### config.mk
export PLATFORM = sky130hd
export DESIGN_NAME = exec_addr_sequencer
export DESIGN_NICKNAME = d
export VERILOG_FILES = /design/src/rtl/exec_seq_pkg.sv /design/src/rtl/exec_slot_reg.sv /design/src/rtl/exec_addr_sequencer.sv
export SDC_FILE = /design/constraint.sdc
export NUM_CORES = 1
export LEC_CHECK = 0
export ABC_CLOCK_PERIOD_IN_PS = 6940
export CAP_MARGIN = 10
export CORE_AREA = 10 10 381 383
export DETAILED_ROUTE_END_ITERATION = 16
export DIE_AREA = 0 0 391 393
export GPL_ROUTABILITY_DRIVEN = 0
export SETUP_SLACK_MARGIN = 0.1
export SLEW_MARGIN = 20
export SYNTH_ARGS = -nofsm -noshare
export SYNTH_HDL_FRONTEND = slang
export SYNTH_SLANG_ARGS = --single-unit
### constraint.sdc
create_clock -name clkRD -period 6.94 [get_ports clkRD]
set_input_delay 1.041 -clock clkRD [delete_from_list [all_inputs] [get_ports clkRD]]
set_output_delay 1.041 -clock clkRD [all_outputs]
set_load 0.02 [all_outputs]
### src/rtl/exec_seq_pkg.sv
`default_nettype none
// ============================================================================
// Module   : exec_seq_pkg
// Purpose  : Shared types and constants for the execution-stage address
//            sequencer: FSM state encoding, element field widths and the
//            per-core slot record unpacked from each memory element.
// Ports    : (package, none)
// Revision : 1.0 - initial release
// ============================================================================
package exec_seq_pkg;

   typedef enum logic [2:0] {
      ST_IDLE  = 3'd0,
      ST_ADDR  = 3'd1,
      ST_MEM   = 3'd2,
      ST_ISSUE = 3'd3,
      ST_FIN   = 3'd4
   } seq_state_t;

   localparam int N_W    = 8;
   localparam int M_W    = 8;
   localparam int RNL_W  = 17;
   localparam int ELEM_W = 32;

   typedef struct packed {
      logic [N_W-1:0]   n;
      logic [M_W-1:0]   m;
      logic [RNL_W-1:0] rnl;
   } slot_t;

   // Element layout: [7:0] n, [15:8] m, [31:16] rn/lambda (zero-extended to 17 bits)
   function automatic slot_t unpackElem(input logic [ELEM_W-1:0] elem);
      slot_t s;
      s.n   = elem[7:0];
      s.m   = elem[15:8];
      s.rnl = {1'b0, elem[31:16]};
      return s;
   endfunction

endpackage
`default_nettype wire

### src/rtl/exec_slot_reg.sv
`default_nettype none
// ============================================================================
// Module   : exec_slot_reg
// Purpose  : Single-slot capture register. Unpacks one 32-bit element into
//            the slot record when load is high; otherwise holds.
// Ports    : clkRD  - clock
//            rstRD  - asynchronous active-high reset
//            load   - capture enable
//            elem   - 32-bit element from the memory word
//            slot   - registered slot record {n, m, rnl}
// Revision : 1.0 - initial release
// ============================================================================
module exec_slot_reg
   import exec_seq_pkg::*;
(
   input  logic              clkRD,
   input  logic              rstRD,
   input  logic              load,
   input  logic [ELEM_W-1:0] elem,
   output slot_t             slot
);

   always_ff @(posedge clkRD or posedge rstRD) begin
      if (rstRD) begin
         slot <= '0;
      end else if (load) begin
         slot <= unpackElem(elem);
      end
   end

endmodule
`default_nettype wire

### src/rtl/exec_addr_sequencer.sv
`default_nettype none
// ============================================================================
// Module   : exec_addr_sequencer
// Purpose  : Walks the element memory from address 0 to lenM-1, waits
//            MEM_LAT cycles per read, unpacks each word into NCORE slots and
//            issues it to the execution cores with a vld/rdy handshake.
//            Optional continuous mode is built when SEQ_LOOP_EN is defined.
// Ports    : clkRD, rstRD (async, active-high)
//            start, abort, lenM, datomem, rdy, loop       - inputs
//            regdir, vld, n_o, m_o, rnl_o, busy, done,
//            pass_cnt                                     - outputs
// Macros   : SEQ_LOOP_EN - enables loop mode and the pass counter
// Revision : 1.0 - initial release
// ============================================================================
module exec_addr_sequencer
   import exec_seq_pkg::*;
#(
   parameter int NCORE   = 5,
   parameter int AW      = 7,
   parameter int WORD_W  = 800,
   parameter int MEM_LAT = 1
) (
   input  logic                   clkRD,
   input  logic                   rstRD,
   input  logic                   start,
   input  logic                   abort,
   input  logic [AW-1:0]          lenM,
   input  logic [WORD_W-1:0]      datomem,
   input  logic                   rdy,
   input  logic                   loop,
   output logic [AW-1:0]          regdir,
   output logic                   vld,
   output logic [N_W*NCORE-1:0]   n_o,
   output logic [M_W*NCORE-1:0]   m_o,
   output logic [RNL_W*NCORE-1:0] rnl_o,
   output logic                   busy,
   output logic                   done,
   output logic [7:0]             pass_cnt
);

   localparam logic [1:0] MEM_CNT_INIT = 2'(MEM_LAT - 1);

   seq_state_t    r_state;
   logic [AW-1:0] r_regdir;
   logic [AW-1:0] r_lenQ;
   logic [1:0]    r_memCnt;
   logic          r_vld;
   logic          r_busy;
   logic          r_done;
   logic          w_last;
   logic          w_load;

   // Widened by one bit so that regdir = 2^AW-1 cannot wrap past len_q.
   assign w_last = (({1'b0, r_regdir} + (AW+1)'(1)) >= {1'b0, r_lenQ});

   // Slot capture on the final latency cycle; abort wins so slots are kept.
   assign w_load = (r_state == ST_MEM) && (r_memCnt == 2'd0) && !abort;

`ifdef SEQ_LOOP_EN
   logic [7:0] r_passCnt;
   assign pass_cnt = r_passCnt;
`else
   logic w_unusedLoop;
   assign w_unusedLoop = loop;
   assign pass_cnt     = 8'd0;
`endif

   always_ff @(posedge clkRD or posedge rstRD) begin
      if (rstRD) begin
         r_state   <= ST_IDLE;
         r_regdir  <= '0;
         r_lenQ    <= '0;
         r_memCnt  <= 2'd0;
         r_vld     <= 1'b0;
         r_busy    <= 1'b0;
         r_done    <= 1'b0;
`ifdef SEQ_LOOP_EN
         r_passCnt <= 8'd0;
`endif
      end else if (abort) begin
         r_state  <= ST_IDLE;
         r_regdir <= '0;
         r_vld    <= 1'b0;
         r_busy   <= 1'b0;
         r_done   <= 1'b0;
      end else begin
         case (r_state)
            ST_IDLE: begin
               if (start) begin
                  r_lenQ    <= lenM;
                  r_done    <= 1'b0;
                  r_regdir  <= '0;
                  r_busy    <= 1'b1;
`ifdef SEQ_LOOP_EN
                  r_passCnt <= 8'd0;
`endif
                  r_state   <= (lenM == '0) ? ST_FIN : ST_ADDR;
               end
            end
            ST_ADDR: begin
               r_memCnt <= MEM_CNT_INIT;
               r_state  <= ST_MEM;
            end
            ST_MEM: begin
               if (r_memCnt == 2'd0) begin
                  r_vld   <= 1'b1;
                  r_state <= ST_ISSUE;
               end else begin
                  r_memCnt <= r_memCnt - 2'd1;
               end
            end
            ST_ISSUE: begin
               if (rdy) begin
                  r_vld <= 1'b0;
                  if (w_last) begin
`ifdef SEQ_LOOP_EN
                     if (r_passCnt != 8'hFF) begin
                        r_passCnt <= r_passCnt + 8'd1;
                     end
                     if (loop) begin
                        r_regdir <= '0;
                        r_state  <= ST_ADDR;
                     end else begin
                        r_state  <= ST_FIN;
                     end
`else
                     r_state <= ST_FIN;
`endif
                  end else begin
                     r_regdir <= r_regdir + AW'(1);
                     r_state  <= ST_ADDR;
                  end
               end
            end
            ST_FIN: begin
               r_done   <= 1'b1;
               r_regdir <= '0;
               r_busy   <= 1'b0;
               r_state  <= ST_IDLE;
            end
            default: begin
               r_vld   <= 1'b0;
               r_busy  <= 1'b0;
               r_state <= ST_IDLE;
            end
         endcase
      end
   end

   assign regdir = r_regdir;
   assign vld    = r_vld;
   assign busy   = r_busy;
   assign done   = r_done;

   genvar gi;
   generate
      for (gi = 0; gi < NCORE; gi++) begin : g_slot
         slot_t w_slot;
         exec_slot_reg u_slot (
            .clkRD (clkRD),
            .rstRD (rstRD),
            .load  (w_load),
            .elem  (datomem[ELEM_W*gi +: ELEM_W]),
            .slot  (w_slot)
         );
         assign n_o[N_W*gi +: N_W]       = w_slot.n;
         assign m_o[M_W*gi +: M_W]       = w_slot.m;
         assign rnl_o[RNL_W*gi +: RNL_W] = w_slot.rnl;
      end
   endgenerate

   // Word bits above the populated slots carry nothing for this sequencer.
   generate
      if (WORD_W > ELEM_W*NCORE) begin : g_hiBits
         logic w_unusedHi;
         assign w_unusedHi = ^datomem[WORD_W-1:ELEM_W*NCORE];
      end
   endgenerate

endmodule
`default_nettype wire

==> metrics.csv <==
stage;metric;value;unit
synth;synth_edf_count;0;
clock_tree;cts_buffers;17;
floorplan;coreArea;0.137;mm2
synth;syn_area_per_cell;15.6;um2
timing;max_freq;318;MHz
timing;post-route-period-util;0.453;
synth;yosysWarnings;0;
clock_tree;clock-sinks;182;
setup_path;crit_chain;clkdlybuf4s50_1 > nor3_2 > nand2_4 > buf_12 > mux2_2;
timing;period_needed;3.15;ns
timing;drv_slew;0;
setup_path;timing.rr.end;g_slot[1].u_slot.slot[2]$_DFFE_PP0P_;
place;dp_cells;2588;
clock_tree;post_cts_buffers;0;
finish;drive_above_1_share;0.251;
setup_path;crit_cells;5;
pwr;swShare;0.427;
timing;setup_viol_count_final;0;
finish;final_cells;2622;
synth;async_reset_ff_frac;1.00;
routing;wire_per_inst;16.8;um
timing;hold_ws;0.489;ns
synth;ys_ff_latch;182;
pwr;vdd_drop_max;282;uV
global_route;grt_pass1_wl;55800;um
global_route;grt_usage;0.0566;
routing;avgViaCountPerCell;1.98;
pwr;p_int;3390;uW
synth;synth-main-ff-cell;dfrtp_1;
global_route;grt.overflow.total;0;
setup_path;crit_fanout;101;
clock_tree;root_buffer;clkbuf_16;
setup_path;crit_type;in -> reg;
worst_hold_path;min_from;busy$_DFFE_PP0P_;
synth;synth_top_cell_by_area;dfrtp_1;
floorplan;top_level_ports;996;
setup_path;r2r_cells;5;
global_route;grt_max_degree;100;
timing;skew;0.00988;ns
clock_tree;clock_latency;0.50;ns
setup_path;worstSetupStartpoint;abort;
synth;syn-cell-area;0.00735;mm2
setup_path;start_kind;input port;
setup_path;worstReg2RegStart;r_state[0]$_DFFE_PP0P_;
clock_tree;htree_levels;4;
synth;synth_top_area_frac;0.620;
synth;netlist_top_cells_area;dfrtp_1 (62%), mux2_2 (25%), buf_4 (1.5%);
synth;synth_most_common_cell;dfrtp_1;
job;maxCapViolCount;0;
floorplan;die_area;0.154;mm2
setup_path;critPathSlowestCell;clkdlybuf4s50_1;
setup_path;crit_family;buffers and inverters;
setup_path;max_stage_delay;0.64;ns
timing;worstMarginPinSlew;1.01;ns
setup_path;cp_data_arrival_time;3.53;ns
finish;fin_nets;1635;
status;run_status;finished clean;
place;io_buffers;341;
pwr;power.switching;2530;uW
routing;drc;0;
synth;synth-seq-area-share;0.620;
floorplan;die_w;391;um
setup_path;cp_num_buf_inv;2;
routing;dr_total_vias;5204;
place;dp_hpwl;37200;um
clock_tree;clk_pin_slew;0.07;ns
pwr;pwr-share-seq;0.316;
worst_hold_path;whs_path_depth;2;
pwr;power_density;441;mW/mm2
routing;ant_nets;0;
floorplan;rows;136;
timing;fin_setup_tns;0;ns
setup_path;crit_path_end;g_slot[1].u_slot.slot[2]$_DFFE_PP0P_;
setup_path;endpoint_kind;flop;
clock_tree;hold_buffers;0;
clock_tree;cts_buffer_depth;2;
worst_hold_path;hold_path_class;reg -> reg;
routing;drt_iter0_markers;216;
timing;relSlewSlack;0.328;
routing;routed_wl;44100;um
pwr;clockPowerShare;0.167;
setup_path;ff2ff_setup_slack;4.25;ns
clock_tree;cts_tree;yes;
global_route;grt_pass1_vias;5833;
finish;syn_to_final_growth;82.7;%
synth;yosysUniqueCellTypes;40;
synth;syn_inst;471;
setup_path;cp_data_required_time;7.32;ns
timing;grt_setup_unrepaired;no;
routing;first_pass_iters;4;
clock_tree;cts_resized;0;
floorplan;fp.dieH;393;um
global_route;antenna_found_initial;1;
floorplan;start_util;0.0536;
pwr;p_comb_frac;0.517;
synth;synth_common_cells;dfrtp_1 (182), mux2_2 (160), buf_4 (15);
pwr;cellLeakagePower;0.00492;uW
timing;hold_viol;0;
through the flow:
step	setup slack [ns]	cell area (um2)	power (uW)	utilization
5_1_grt	3.67	13400	6390	0.0979
3_5_place_dp	3.22	12900	5130	0.0937
2_1_floorplan	0.955	7400	3110	-
6_report	3.79	13400	5930	0.0979
3_3_place_gp	3.22	12900	5130	0.0937
4_1_cts	3.79	13400	6200	0.0979
layout make-up:
type                    instances  area, um2
repair buffers                344       3450
well taps                    1794       2240
inverters                      10       45.0
flip-flops and latches        182       4550
clock inverters                13        116
diodes                          2       5.00
multi-input cells             258       2560
fillers                     15758     124000
clock buffers                  19        453
worst register-to-register path: cells and delay by family, from the launching register on:
kind	cells	cell delay, ns
simple gates	3	0.96
mux	1	0.61
flops	1	0.52
buf+inv	1	0.48
worst min-delay path by stage:
stage                                                  to
floorplan                         r_memCnt[1]$_DFFE_PP0P_
global placement    g_slot[3].u_slot.slot[31]$_DFFE_PP0P_
detailed placement                r_memCnt[1]$_DFFE_PP0P_
CTS                               r_memCnt[1]$_DFFE_PP0P_
global route        g_slot[3].u_slot.slot[21]$_DFFE_PP0P_
finish                                   busy$_DFFE_PP0P_
kinds of logic (layout without fill, tap and decap cells):
kind of cell    count (synthesis)  in the layout  share of synthesized area
compound gates                 24             24                     0.0301
xor+xnor                        5              5                    0.00596
fa+ha+maj                       9              9                     0.0153
buf+inv                        43            386                     0.0393
flops                         182            182                      0.620
mux                           169            169                      0.259
other cells                     1             15                   0.000510
simple gates                   38             38                     0.0303
metal layers:
layer,part of all wire,global-route usage
met5,0.00018,0
met4,0.019,0.0188
met3,0.21,0.0572
met2,0.39,0.0752
met1,0.38,0.0602
state kept, by name, indices dropped and copies added (netlist names):
signal,cells
g_slot.u_slot.slot,160
r_state,3
r_memCnt,2
done,1
vld,1
busy,1
r_lenQ,7
regdir,7
layout by cell type (no fill, tap or decap), types with 2 or more instances in the layout:
cell type          n
a22o_1             4
clkbuf_8           2
mux2_1             9
nor2_1             7
mux2_2           160
ha_1               9
buf_4              2
a22o_2             2
nand2_1            8
nor4_1             2
nand3_1            8
clkinvlp_4         4
clkbuf_16         17
a21oi_1            4
dfrtp_1          182
a21o_1             2
clkdlybuf4s50_1  341
xnor2_1            4
diode_2            2
inv_6              3
and3_1             3
conb_1            13
clkinv_2           2
inv_8              4
o21ai_0            3
inv_1              9
power groups by stage:
stage	combinational, uW	sequential (uW)	clock [uW]
4_1_cts	3260	1880	1050
2_1_floorplan	704	2410	0
5_1_grt	3370	1940	1080
6_report	3070	1870	989
3_5_place_dp	3240	1880	0
3_3_place_gp	3260	1860	0
Note: power is estimated with default switching activity, not from simulation.
